--- src/rtl/mnist_pkg.sv ---
// Shared constants and types for the MNIST conv1 input path.
// Image geometry plus the pixel-stream transmitter state encoding.
package mnist_pkg;

    localparam int IMG_WIDTH  = 28;
    localparam int IMG_HEIGHT = 28;

    typedef enum logic [1:0] {
        IDLE   = 2'd0,
        STREAM = 2'd1,
        GAP    = 2'd2,
        DONE   = 2'd3
    } tx_state_t;

endpackage

--- src/rtl/frame_store.sv ---
// HEIGHT x WIDTH 1-bit image store: one synchronous row-write port and one
// combinational row-read port. Cleared to zeros by reset.
module frame_store #(
    parameter int WIDTH  = 28,
    parameter int HEIGHT = 28
) (
    input  logic                      clk,
    input  logic                      rst_n,
    input  logic                      we_i,
    input  logic [$clog2(HEIGHT)-1:0] waddr_i,
    input  logic [WIDTH-1:0]          wdata_i,
    input  logic [$clog2(HEIGHT)-1:0] raddr_i,
    output logic [WIDTH-1:0]          rdata_o
);

    logic [WIDTH-1:0] mem_q [HEIGHT];

    // The caller guarantees waddr_i < HEIGHT whenever we_i is high.
    always_ff @(posedge clk or negedge rst_n) begin
        if (!rst_n) begin
            for (int r = 0; r < HEIGHT; r++) begin
                mem_q[r] <= '0;
            end
        end else if (we_i) begin
            mem_q[waddr_i] <= wdata_i;
        end
    end

    assign rdata_o = mem_q[raddr_i];

endmodule

--- src/rtl/pixel_stream_tx.sv ---
// Streams a stored binary image in raster order as a valid/pixel stream.
// Define PIXEL_STREAM_ROW_GAP_EN to insert one idle GAP cycle between rows.
module pixel_stream_tx
    import mnist_pkg::*;
#(
    parameter int WIDTH  = IMG_WIDTH,
    parameter int HEIGHT = IMG_HEIGHT
) (
    input  logic                      clk,
    input  logic                      rst_n,
    input  logic                      row_we,
    input  logic [$clog2(HEIGHT)-1:0] row_addr,
    input  logic [WIDTH-1:0]          row_data,
    input  logic                      start,
    input  logic                      pause,
    output logic                      valid_out,
    output logic                      pixel_out,
    output logic                      busy,
    output logic                      done
);

    localparam int XW = $clog2(WIDTH);
    localparam int YW = $clog2(HEIGHT);

    tx_state_t        state_q, state_d;
    logic [XW-1:0]    x_q, x_d;
    logic [YW-1:0]    y_q, y_d;
    logic             valid_q, valid_d;
    logic             pixel_q, pixel_d;
    logic             busy_q, busy_d;
    logic             done_q, done_d;
    logic [WIDTH-1:0] row_rd;
    logic             store_we;
    logic             last_col;
    logic             last_row;

    // Frame is only writable while idle so a transmit always sees one image.
    assign store_we = row_we && (state_q == IDLE) && (int'(row_addr) < HEIGHT);
    assign last_col = (x_q == XW'(WIDTH - 1));
    assign last_row = (y_q == YW'(HEIGHT - 1));

    frame_store #(
        .WIDTH  (WIDTH),
        .HEIGHT (HEIGHT)
    ) u_frame_store (
        .clk     (clk),
        .rst_n   (rst_n),
        .we_i    (store_we),
        .waddr_i (row_addr),
        .wdata_i (row_data),
        .raddr_i (y_q),
        .rdata_o (row_rd)
    );

    always_ff @(posedge clk or negedge rst_n) begin
        if (!rst_n) begin
            state_q <= IDLE;
            x_q     <= '0;
            y_q     <= '0;
            valid_q <= 1'b0;
            pixel_q <= 1'b0;
            busy_q  <= 1'b0;
            done_q  <= 1'b0;
        end else begin
            state_q <= state_d;
            x_q     <= x_d;
            y_q     <= y_d;
            valid_q <= valid_d;
            pixel_q <= pixel_d;
            busy_q  <= busy_d;
            done_q  <= done_d;
        end
    end

    always_comb begin
        state_d = state_q;
        x_d     = x_q;
        y_d     = y_q;
        case (state_q)
            IDLE: begin
                if (start) begin
                    state_d = STREAM;
                    x_d     = '0;
                    y_d     = '0;
                end
            end
            STREAM: begin
                if (!pause) begin
                    if (!last_col) begin
                        x_d = x_q + XW'(1);
                    end else if (last_row) begin
                        // Counters hold at the last pixel; start reloads them.
                        state_d = DONE;
                    end else begin
                        x_d = '0;
                        y_d = y_q + YW'(1);
`ifdef PIXEL_STREAM_ROW_GAP_EN
                        state_d = GAP;
`endif
                    end
                end
            end
`ifdef PIXEL_STREAM_ROW_GAP_EN
            GAP:     state_d = STREAM;
`endif
            DONE:    state_d = IDLE;
            default: state_d = IDLE;
        endcase
    end

    always_comb begin
        valid_d = 1'b0;
        pixel_d = 1'b0;
        busy_d  = 1'b0;
        done_d  = 1'b0;
        case (state_q)
            IDLE:   busy_d = start;
            STREAM: begin
                busy_d = 1'b1;
                if (!pause) begin
                    valid_d = 1'b1;
                    pixel_d = row_rd[x_q];
                end
            end
`ifdef PIXEL_STREAM_ROW_GAP_EN
            GAP:    busy_d = 1'b1;
`endif
            DONE:   done_d = 1'b1;
            default: begin
                busy_d = 1'b0;
            end
        endcase
    end

    assign valid_out = valid_q;
    assign pixel_out = pixel_q;
    assign busy      = busy_q;
    assign done      = done_q;

endmodule

--- config.mk ---
export PLATFORM = sky130hd
export DESIGN_NAME = pixel_stream_tx
export DESIGN_NICKNAME = d
export VERILOG_FILES = /design/src/rtl/mnist_pkg.sv /design/src/rtl/frame_store.sv /design/src/rtl/pixel_stream_tx.sv
export SDC_FILE = /design/constraint.sdc
export NUM_CORES = 1
export LEC_CHECK = 0
export BUFFER_PORTS_ARGS = -buffer_cell sky130_fd_sc_hd__buf_2
export CORE_ASPECT_RATIO = 0.8
export CORE_MARGIN = 2
export CORE_UTILIZATION = 30
export DETAILED_ROUTE_END_ITERATION = 10
export PLACE_DENSITY_LB_ADDON = 0.08
export SLEW_MARGIN = 20
export SYNTH_ARGS = -nofsm -noshare
export SYNTH_HDL_FRONTEND = slang
export SYNTH_HIERARCHICAL = 1
export SYNTH_SLANG_ARGS = --single-unit
--- constraint.sdc ---
create_clock -name clk -period 3.4 [get_ports clk]
set_clock_uncertainty 0.05 [all_clocks]
set_input_delay 0.17 -clock clk [delete_from_list [all_inputs] [get_ports clk]]
set_output_delay 0.17 -clock clk [all_outputs]
set_load 0.02 [all_outputs]
# [After elaboration in Yosys (flattened, before gate mapping)]
# Cells that the tools add are included.
[totals] latch_bits=0 mem_bits_ro=0 memories=0 ff_bits=800 wordCells=90 mem_bits_rw=0
[classes] bitwise=2 n_mux=28 n_reduce_logical=8 add_sub_neg=2 mul=0 n_div=0 n_lt_le_gt_ge=5 n_eq_ne=10 n_shift=0
[ops] op="784-bit bitwise mux" count=1
[ops] op="28-bit binary-select mux with 5-bit select" count=1
[ops] op="28-bit demux with 5-bit select" count=1
[ops] op="28-bit two-way mux" count=3
[ops] op="5-bit two-way mux" count=7
[ops] op="5-bit one-hot mux with 2 select lines" count=2
[ops] op="6-bit greater-or-equal comparator, second input constant" count=2
[ops] op="5-bit inverter with 6-bit output" count=2
[ops] op="5-bit by 1-bit adder with 5-bit output, second input constant" count=2
[ops] op="5-bit == test, second input constant" count=2
[ops] op="2-bit inequality test, second input constant" count=5
[ops] op="2-bit two-way mux" count=4
[ops] op="4-bit AND reduction" count=2
[ops] op="5-bit by 6-bit less-than comparator with 1-bit output, second input constant" count=1
[ops] op="6-bit by 1-bit less-than comparator with 1-bit output, second input constant" count=1
[ops] op="1-bit two-way mux" count=6
[ops] op="1-bit binary-select mux with 5-bit select" count=1
[ops] op="5-bit less-than comparator, second input constant" count=1
[ops] op="5-bit AND reduction" count=1
[ops] op="2-bit one-hot mux with 2 select lines" count=1
[ops] op="1-bit logical AND" count=3
[ops] op="3-bit inequality test, second input constant" count=1
[ops] op="2-bit by 1-bit == test with 1-bit output, second input constant" count=1
[ops] op="2-bit == test, second input constant" count=1
[ops] op="3 further kinds" count=3

# [Logic depth before layout (Yosys ltp)]
# Gate-level depths: netlist (run 1).
[depth] depth_word=8 depth_mapped=12 depth_no_buf=8

# [Cells and area by module]
# Netlist (run 1), hierarchy kept.
[modules_own_cells] module="frame_store" cells_per_inst=2381 n_inst=1 area_per_inst_um2=35972.0 seq_area_each_um2=19618.8
[modules_own_cells] module="pixel_stream_tx" cells_per_inst=109 n_inst=1 area_per_inst_um2=1107.3 seq_area_each_um2=400.4

# [Worst setup path after synthesis (run 1)]
# OpenSTA, ideal clock, no wires.
[synth_timing] path_type="reg-to-reg" startpoint="reg y_q[2]" endpoint="reg pixel_q (netlist: pixel_out)" setup_slack_ns=0.687 arrival_time_ns=2.541 required_ns=3.228 period_less_slack_ns=2.713 path_stages_with_launch=10 setup_time_ns=0.122 cell_sequence="dfrtp_1 -> buf_4 -> clkbuf_1 -> mux2i_1 -> o22ai_1 -> nor4_1 -> a32oi_1 -> mux4_2 -> a31o_1 -> o2111a_1"
[synth_between] elab_chain_cells=8
[synth_rtl] item="start: declaration" line_no="pixel_stream_tx.sv:27" rtl="logic [YW-1:0] y_q, y_d;"
[synth_rtl] item="start signal: assignment" line_no="pixel_stream_tx.sv:67" rtl="y_q <= y_d;"
[synth_rtl] item="5-bit inverter with 6-bit output (not written as such)" line_no="frame_store.sv:29" rtl="assign rdata_o = mem_q[raddr_i];"
[synth_rtl] item="28-bit binary-select mux with 5-bit select" line_no="frame_store.sv:29"
[synth_rtl] item="28-bit two-way mux (not written as such) (2 in a row)" line_no="frame_store.sv:29"
[synth_rtl] item="via row_rd[25]" line_no="pixel_stream_tx.sv:32" rtl="logic [WIDTH-1:0] row_rd;"
[synth_rtl] item="1-bit binary-select mux with 5-bit select" line_no="pixel_stream_tx.sv:122" rtl="pixel_d = row_rd[x_q];"
[synth_rtl] item="1-bit two-way mux (not written as such)" line_no="pixel_stream_tx.sv:122"
[synth_rtl] item="1-bit two-way mux" line_no="pixel_stream_tx.sv:120" rtl="if (!pause) begin"
[synth_rtl] item="1-bit two-way mux" line_no="pixel_stream_tx.sv:116" rtl="case (state_q)"
[synth_rtl] item="via pixel_d" line_no="pixel_stream_tx.sv:29" rtl="logic pixel_q, pixel_d;"
[synth_rtl] item="end signal: assignment" line_no="pixel_stream_tx.sv:69" rtl="pixel_q <= pixel_d;"
[synth_rtl] item="end: declaration" line_no="pixel_stream_tx.sv:29"
# The timed path passes the listed nets, and every way through them passes these cells. The select of a mux whose other input is x is not followed.
# A chain may end at the register's enable or synchronous reset.

# [Final worst setup path (run 1)]
# Same ends and word-level chain as after synthesis.

==> impl_metrics.yaml, run 1 <==
global_routing:
  grt-ovfl-total: 0
  grt_antenna_before_repair: 16
  grt_max_degree: 131
  grt_pass1_vias: 23800
  grt_pass1_wl_mm: 181
  grt.total_usage_pct: 19.9
synth:
  ys_ff_latch: 800
  synth_flop_cell: "dfrtp_1"
  ys_seq_area_share_pct: 54.0
  synthArstFlopShare_pct: 100
  ys_warn_count: 6
  synth.distinct_cells: 64
  avgSynthCellArea_sq_um: 14.9
  synth_area_sq_um: 37100
  synth_cells: 2490
  syn_nets: 2530
  synth-edff-count: 0
sta:
  setup_tns_ns: 0
  slew_headroom_pct: 39.0
  rsz0062_at_grt: "no"
  setup_viol: 0
  hold_viol: 0
  max_freq_ghz: 0.303
  period_minus_slack_ns: 3.30
  worstMarginPinSlew_ns: 0.915
  min_period_over_period_pct: 97.2
  worst_slack_ns: 0.0959
  slew_violations: 0
cts:
  clkSinkCount: 800
  cts_resized: 0
  clock_path_buffers: 3
  cts_buffers: 90
  path_clk_slew_ns: 0.06
  cts_tree: "done"
  clkLatencyLatePin_ns: 0.66
  htreeDepth: 3
  cts_root_buf: "clkbuf_16"
die:
  die_area_sq_um: 126000
  die_w_microns: 397
  initial_core_util_pct: 30.2
  die_y_microns: 318
  coreArea_sq_um: 123000
  std_cell_rows: 115
  io_pins: 42
power:
  vdd_drop_max_uv: 366
  p_leak_nw: 20.2
  pwr_density_cell_nw_per_um2: 571
cells_and_area:
  layout_common_cells: "795 x dfrtp_1, 750 x mux2_2, 173 x mux2i_1, 115 x mux4_2, 98 x buf_4"
  fillers: 11800
  area.growth.synth_to_final_pct: 15.5
  multi_input_area_sq_um: 15800
  layout_commonest_cell: "dfrtp_1"
  seqCellArea_sq_um: 20000
  drive_above_1_share_pct: 47.9
  fin_nets: 2586
drt:
  vias: 22300
  dr.pass1.iters: 5
  dr.first_iter.drc_count: 1446
  detail-route-antenna-nets: 0
  drcViolationCount: 0
  drt-wirelength-per-cell_microns: 29.4
  postRouteWirelength_mm: 125
  vias_per_cell: 5.26
hold_path:
  holdCritPathClass: "primary input to flip-flop"
placement:
  gp_congestion: 0.753
  place.port_buffers: 41
  place_ws_ns: 0.0718
  hpwl_mm: 73.1
setup_path:
  crit_path_end_kind: "flip-flop"
  crit_type: "flip-flop to flip-flop"
  ff2ff_setup_slack_ns: 0.1
  cp_max_fo: 13
  required_ns: 3.90
  cp-start-kind: "flip-flop"
  cp.arrival_ns: 3.80
run:
  drv_cap: 0
outcome:
  status: "finished, final reports clean"
## metal layers
metal	part of all wire (%)	GRT usage, %
met2	44	29.6
met1	50	30.4
met5	0	0
met4	2.3	4.88
met3	3.6	2.79
## cells in the mapped netlist, drive strengths merged, types with 3 or more instances
cell type	n	area [sq um]
o22ai	28	175
mux4	116	2620
a32oi	28	245
nand2	54	243
a221oi	28	245
buf	143	916
nor2	81	484
a31oi	3	33.8
mux2i	173	1730
nand3	7	45.0
mux2	787	8870
nor4	30	188
nand3b	7	80.1
nor3b	4	68.8
a41oi	3	26.3
a21oi	3	15.0
nor2b	4	25.0
or3b	3	28.8
dfrtp	800	20000
and2	4	25.0
o21ai	34	174
inv	5	18.8
a22oi	29	218
clkbuf	88	332
o31ai	4	30.0
## power by group
group	internal, mW	total, mW	switching (mW)
Clock	5.72	9.72	4.00
Combinational	1.87	4.82	2.96
Sequential	9.64	9.90	0.262
Total	17.2	24.4	7.22
## worst max-delay path: stages (launching register included)
cell,delay [ns]
dfrtp_4,0.65
buf_12,0.21
buf_4,0.27
mux2i_1,0.27
nor2_1,0.11
nor4_1,0.51
a32oi_1,0.11
mux2i_1,0.37
buf_4,0.18
a22oi_1,0.08
o311a_1,0.12
o2111a_1,0.23
## kinds of logic (layout without fill, tap and decap cells)
group	Yosys count	count (layout)	synth area share, %
AOI/OAI and AO/OA	169	169	3.35
adders and majority gates	2	2	0.0675
buffers and inverters	236	352	3.41
DFF	800	800	54.0
muxes	1076	1076	35.6
other	0	4	0
and+or+nand+nor	207	207	3.54
## registers in the layout, indices dropped and copies added, names as in the netlist
register,flops
busy,1
y_q,5
state_q,2
valid_out,1
u_frame_store/mem_q,784
done,1
x_q,5
pixel_out,1
## area by class of cell
| cell class | count | share of cell area, % |
|---|---|---|
| Antenna cell | 4 | 0.0234 |
| Clock buffer | 133 | 6.18 |
| Clock inverter | 19 | 0.546 |
| Inverter | 5 | 0.0438 |
| Multi-Input combinational cell | 1454 | 36.9 |
| Sequential cell | 800 | 46.8 |
| Tap cell | 1638 | 4.78 |
| Timing Repair Buffer | 195 | 4.72 |
## timing repair
item,4_1_cts,5_1_grt
setup buffers,0,0
setup endpoints to repair,0,0
hold buffers,6,0
endpoints found under the hold margin,463,0
## metrics by stage
| step | cells | instance area, sq um | hold slack [ns] | power, mW | util (%) |
|---|---|---|---|---|---|
| global placement | 4086 | 39900 | 0.0928 | 14.9 | 32.5 |
| global route | 4246 | 42800 | 0.0455 | 25.5 | 34.9 |
| CTS | 4244 | 42800 | 0.0115 | 24.8 | 34.9 |
| finish | 4248 | 42800 | 0.0373 | 24.4 | 34.9 |
| detailed placement | 4086 | 39900 | 0.0955 | 14.9 | 32.5 |
| floorplan | 2490 | 37100 | -0.176 | 12.6 | - |
## worst paths after layout
| check | start | endpoint | cells after the start |
|---|---|---|---|
| max in group asynchronous | rst_n | u_frame_store/mem_q[596]$_DFFE_PN0P_ | 4 |
| min in group asynchronous | rst_n | y_q[0]$_DFFE_PN0P_ | 3 |
| hold reg to reg | u_frame_store/mem_q[132]$_DFFE_PN0P_ | u_frame_store/mem_q[132]$_DFFE_PN0P_ | 1 |
| setup reg to reg | y_q[2]$_DFFE_PN0P_ | pixel_out$_DFF_PN0_ | 11 |
| setup / recovery | y_q[2]$_DFFE_PN0P_ | pixel_out$_DFF_PN0_ | 11 |
| hold / removal | row_addr[0] | u_frame_store/mem_q[334]$_DFFE_PN0P_ | 4 |
(Power assumes the default switching activity.)
==> inputs of run 2 (changes only) <==
--- a/config.mk
+++ b/config.mk
@@ -10,6 +10,7 @@
 export CORE_MARGIN = 2
 export CORE_UTILIZATION = 30
 export DETAILED_ROUTE_END_ITERATION = 10
+export HOLD_SLACK_MARGIN = 0.15
 export PLACE_DENSITY_LB_ADDON = 0.08
 export SLEW_MARGIN = 20
 export SYNTH_ARGS = -nofsm -noshare
==> run 2 against run 1 <==
Compared with the run above: non-clock buffer count is 33 higher; combinational power is 1% higher; worst hold slack better by 0.15 ns; register-to-register slack better by 0.04 ns; count of clock-buffer cells in the layout stayed put; flip-flop and latch count stayed put; first-iteration DRC count is 1.5% lower; critical path type unchanged; critical endpoint unchanged.
==> impl_metrics.yaml, run 2 (synthesis gave the netlist of run 1 again) <==
outcome:
  status: "finished, final reports clean"
global_routing:
  grt_pass1_vias: 23800
  grt-ovfl-total: 0
  grt_antenna_before_repair: 15
  grt_pass1_wl_mm: 181
  grt.total_usage_pct: 20.0
  grt_max_degree: 131
power:
  power.switching_mw: 7.25
  vdd_drop_max_uv: 362
  pwr_density_cell_nw_per_um2: 568
  clockPowerShare_pct: 39.7
  seq_power_share_pct: 40.4
  netSwitchingFraction_pct: 29.6
  p_int_mw: 17.2
  power_frac_comb_pct: 19.9
  p_leak_nw: 20.4
sta:
  min_period_over_period_pct: 96.0
  period_minus_slack_ns: 3.26
  max_freq_ghz: 0.306
  worst_slack_ns: 0.137
  setup_tns_ns: 0
  slew_headroom_pct: 38.4
  slew_violations: 0
  finalHoldWorstSlack_ns: 0.192
  setup_viol: 0
  worstMarginPinSlew_ns: 0.924
  hold_viol: 0
  rsz0062_at_grt: "no"
drt:
  vias: 22500
  drt-wirelength-per-cell_microns: 29.3
  postRouteWirelength_mm: 125
  vias_per_cell: 5.26
  dr.pass1.iters: 5
  drcViolationCount: 0
  detail-route-antenna-nets: 0
  dr.first_iter.drc_count: 1424
setup_path:
  crit_path_end_kind: "flip-flop"
  cp_max_fo: 13
  ff2ff_setup_slack_ns: 0.14
  reg2regPathDepth: 10
  required_ns: 3.89
  cp.arrival_ns: 3.76
  r2r-start: "y_q[2]$_DFFE_PN0P_"
  crit_type: "flip-flop to flip-flop"
  cp-start-kind: "flip-flop"
  r2r-end: "pixel_out$_DFF_PN0_"
placement:
  gp_congestion: 0.753
  hpwl_mm: 73.1
  place.port_buffers: 41
  place_ws_ns: 0.0718
  placed_cell_area_sq_um: 39900
cts:
  clkSinkCount: 800
  cts_root_buf: "clkbuf_16"
  postCtsSetupBuffers: 0
  cts_buffers: 90
  htreeDepth: 3
  cts_tree: "done"
  clock_path_buffers: 3
  path_clk_slew_ns: 0.06
  clkLatencyLatePin_ns: 0.67
die:
  die_w_microns: 397
  initial_core_util_pct: 30.2
  io_pins: 42
  die_y_microns: 318
  std_cell_rows: 115
  die_area_sq_um: 126000
  coreArea_sq_um: 123000
hold_path:
  holdCritPathClass: "primary input to async pin"
cells_and_area:
  final_util_pct: 35.2
  area.growth.synth_to_final_pct: 16.4
  seqCellArea_sq_um: 20000
  drive_above_1_share_pct: 47.3
  biggestRegsByFlops: "u_frame_store/mem_q x784, x_q x5, y_q x5"
  multi_input_area_sq_um: 15800
  fillers: 11800
  final_area_sq_um: 43200
  largest_register_ffs: 784
  layout_common_cells: "795 x dfrtp_1, 750 x mux2_2, 173 x mux2i_1, 115 x mux4_2, 98 x buf_4"
  layout_commonest_cell: "dfrtp_1"
  antenna_cells: 0
  regMostFlops: "u_frame_store/mem_q"
  fin_nets: 2619
run:
  drv_cap: 0
-- run 2: layer usage --
layer | routed length [microns] | up-vias | GRT usage, %
met4 | 2880 | 2 | 4.72
met3 | 4630 | 173 | 3.02
met5 | 12 | - | 0
met1 | 62700 | 12400 | 30.3
li1 | - | 9433 | -
met2 | 55000 | 458 | 29.6
-- run 2: per-stage QoR --
| stage | std cells | total power, mW |
|---|---|---|
| 5_1_grt | 4277 | 25.5 |
| 2_1_floorplan | 2490 | 12.6 |
| 3_3_place_gp | 4086 | 14.9 |
| 3_5_place_dp | 4086 | 14.9 |
| 6_report | 4277 | 24.5 |
| 4_1_cts | 4277 | 24.9 |
-- run 2: final cells by class --
class,instances,area share (%)
Sequential cell,800,46.4
Clock inverter,19,0.542
Timing Repair Buffer,228,5.45
Multi-Input combinational cell,1454,36.7
Clock buffer,133,6.13
Inverter,5,0.0435
Tap cell,1638,4.75
-- run 2: worst max-delay path, stage by stage (launching register included) --
cell and delay (ns):
dfrtp_4 0.65, buf_12 0.22, buf_4 0.27, mux2i_1 0.22
nor2_1 0.05, nor4_1 0.38, a32oi_1 0.17, mux4_2 0.64
nand2_1 0.12, nand4_1 0.15, o2111a_1 0.19
-- run 2: worst max-delay path by stage --
stage                            start                   to  cells after the start
detailed placement  y_q[2]$_DFFE_PN0P_  pixel_out$_DFF_PN0_                     11
global placement    y_q[2]$_DFFE_PN0P_  pixel_out$_DFF_PN0_                     11
global route        y_q[2]$_DFFE_PN0P_  pixel_out$_DFF_PN0_                     11
floorplan           y_q[2]$_DFFE_PN0P_  pixel_out$_DFF_PN0_                      9
finish              y_q[2]$_DFFE_PN0P_  pixel_out$_DFF_PN0_                     10
CTS                 y_q[2]$_DFFE_PN0P_  pixel_out$_DFF_PN0_                     11
-- run 2: what timing repair did --
action,in CTS,in global routing
hold endpoints to repair,1553,0
gates resized for setup,0,0
hold buffers,39,0
-- run 2: power by group through the flow --
stage | logic (mW) | registers [mW] | clock network [mW]
3_5_place_dp | 4.87 | 10.1 | 0
3_3_place_gp | 4.86 | 10.1 | 0
6_report | 4.87 | 9.90 | 9.72
5_1_grt | 5.14 | 9.91 | 10.5
4_1_cts | 4.93 | 9.90 | 10.0
2_1_floorplan | 2.75 | 9.86 | 0
==> inputs of run 3 (changes only) <==
--- a/config.mk
+++ b/config.mk
@@ -9,6 +9,7 @@
 export CORE_ASPECT_RATIO = 0.8
 export CORE_MARGIN = 2
 export CORE_UTILIZATION = 30
+export CTS_BUF_LIST = sky130_fd_sc_hd__clkbuf_4
 export DETAILED_ROUTE_END_ITERATION = 10
 export HOLD_SLACK_MARGIN = 0.15
 export PLACE_DENSITY_LB_ADDON = 0.08
==> run 3 against run 2 <==
Compared with the run above: count of clock-buffer cells in the layout is 214 higher; sequential share of layout area is 0.57 points lower; setup slack worse by 0.051 ns; worst hold slack better by 0.10 ns; total power is 3.0% lower; largest cell class unchanged; largest power group unchanged.
==> impl_metrics.yaml, run 3 (synthesis gave the netlist of run 1 again) <==
sta:
  finalHoldWorstSlack_ns: 0.296
  worst_slack_ns: 0.0859
  hold_viol: 0
  slew_headroom_pct: 27.6
  slew_violations: 0
  setup_tns_ns: 0
  min_period_over_period_pct: 97.5
  period_minus_slack_ns: 3.31
  worstMarginPinSlew_ns: 1.08
  rsz0062_at_grt: "no"
  max_freq_ghz: 0.302
  setup_viol: 0
power:
  p_leak_nw: 20.9
  clockPowerShare_pct: 37.6
  seq_power_share_pct: 41.7
  pwr_density_cell_nw_per_um2: 544
  netSwitchingFraction_pct: 31.5
  power.switching_mw: 7.48
  vdd_drop_max_uv: 347
  power_frac_comb_pct: 20.7
  p_int_mw: 16.3
global_routing:
  grtUsageMet3_pct: 3.62
  grt-ovfl-total: 0
  grt_max_degree: 131
  top_usage_layer: "met1"
  grt_antenna_before_repair: 9
  grt_use_met1_pct: 30.6
  grt.total_usage_pct: 20.6
  grt.met2_usage_pct: 30.1
  grt_pass1_wl_mm: 186
  grt_pass1_vias: 25300
cells_and_area:
  seqCellArea_sq_um: 20000
  regMostFlops: "u_frame_store/mem_q"
  area.growth.synth_to_final_pct: 17.8
  drive_above_1_share_pct: 50.6
  largest_register_ffs: 784
  fillers: 11900
  fin_cells: 4570
  biggestRegsByFlops: "u_frame_store/mem_q x784, x_q x5, y_q x5"
  multi_input_area_sq_um: 15800
  fin_nets: 2797
  layout_common_cells: "795 x dfrtp_1, 750 x mux2_2, 347 x clkbuf_4, 173 x mux2i_1, 115 x mux4_2"
  final_area_sq_um: 43700
  layout_commonest_cell: "dfrtp_1"
setup_path:
  cp-start-kind: "flip-flop"
  required_ns: 4.38
  crit_type: "flip-flop to flip-flop"
  cp.arrival_ns: 4.29
  crit_path_end_kind: "flip-flop"
  cp_max_fo: 13
placement:
  gp_congestion: 0.753
  place.port_buffers: 41
  place_inst: 4086
  placed_cell_area_sq_um: 39900
  hpwl_mm: 73.1
  place_ws_ns: 0.0718
cts:
  clkSinkCount: 800
  clkLatencyLatePin_ns: 1.14
  cts_root_buf: "clkbuf_4"
  cts_buffers: 213
  htreeDepth: 4
  cts_tree: "done"
  path_clk_slew_ns: 0.07
  clock_path_buffers: 3
die:
  std_cell_rows: 115
  die_y_microns: 318
  io_pins: 42
  coreArea_sq_um: 123000
  initial_core_util_pct: 30.2
  die_area_sq_um: 126000
  die_w_microns: 397
drt:
  detail-route-antenna-nets: 0
  vias_per_cell: 5.16
  drt-wirelength-per-cell_microns: 28.3
  drcViolationCount: 0
  vias: 23600
  dr.first_iter.drc_count: 1577
  postRouteWirelength_mm: 129
  dr.pass1.iters: 5
run:
  drv_cap: 0
hold_path:
  holdCritPathClass: "primary input to flip-flop"
outcome:
  status: "finished, final reports clean"
-- run 3: cell types whose count changed in the layout (fill, tap and decap cells not counted), sizes merged --
cell	previous run	this run
bufinv	5	2
inv	7	11
diode	0	6
dlygate4sd3	38	90
clkbuf	133	350
clkinv	11	27
clkinvlp	1	2
-- run 3: worst max-delay path, stage by stage (launching register included) --
cell and delay, ns:
dfrtp_4 0.68, buf_12 0.22, buf_4 0.27, mux2i_1 0.27, nor2_1 0.10, nor4_1 0.49, a32oi_1 0.10, mux2i_1 0.40
buf_4 0.19, a22oi_1 0.08, o311a_1 0.12, o2111a_1 0.23
-- run 3: area by class of cell --
class | count | share of cell area [%]
sequential | 800 | 45.9
clock buffer | 347 | 5.96
timing repair buffer | 283 | 6.70
inverter | 5 | 0.0430
tap | 1638 | 4.69
clock inverter | 37 | 0.493
antenna | 6 | 0.0344
multi-input combinational | 1454 | 36.2
-- run 3: final timing paths --
path / start / to / slack, ns / cells past startpoint
min in group asynchronous: rst_n / u_frame_store/mem_q[432]$_DFFE_PN0P_ / 0.60 / 5
max in group asynchronous: rst_n / u_frame_store/mem_q[318]$_DFFE_PN0P_ / 1.62 / 6
setup reg to reg: y_q[2]$_DFFE_PN0P_ / pixel_out$_DFF_PN0_ / 0.09 / 11
hold / removal: row_data[21] / u_frame_store/mem_q[497]$_DFFE_PN0P_ / 0.30 / 3
hold reg to reg: u_frame_store/mem_q[132]$_DFFE_PN0P_ / u_frame_store/mem_q[132]$_DFFE_PN0P_ / 0.44 / 1
setup / recovery: y_q[2]$_DFFE_PN0P_ / pixel_out$_DFF_PN0_ / 0.09 / 11
-- run 3: power groups by stage --
stage                     logic, mW  clock network, mW  registers [mW]
after floorplan                2.75                  0            9.86
after global routing           5.19               9.92            9.91
after CTS                      4.98               9.33            9.89
final                          4.92               8.95            9.90
after detailed placement       4.87                  0            10.1
after global placement         4.86                  0            10.1
-- run 3: repair_timing --
action                                   CTS  global route
gates resized for setup                    0             6
endpoints found under the hold margin   1599             2
hold buffers                              94             1
setup buffers                              0             0
endpoints found under the setup margin     0           120
-- run 3: layer usage --
layer,part of all wire (%),up-vias,wire [microns]
met5,0,-,0
met4,2.1,0,2770
met3,4.7,202,6060
met2,44,603,57000
met1,49,12800,63500
li1,-,9933,-
-- run 3: metrics by stage --
step / util (%) / total power, mW
5_1_grt: 35.6 / 25.0
3_3_place_gp: 32.5 / 14.9
2_1_floorplan: - / 12.6
4_1_cts: 35.6 / 24.2
3_5_place_dp: 32.5 / 14.9
6_report: 35.6 / 23.8
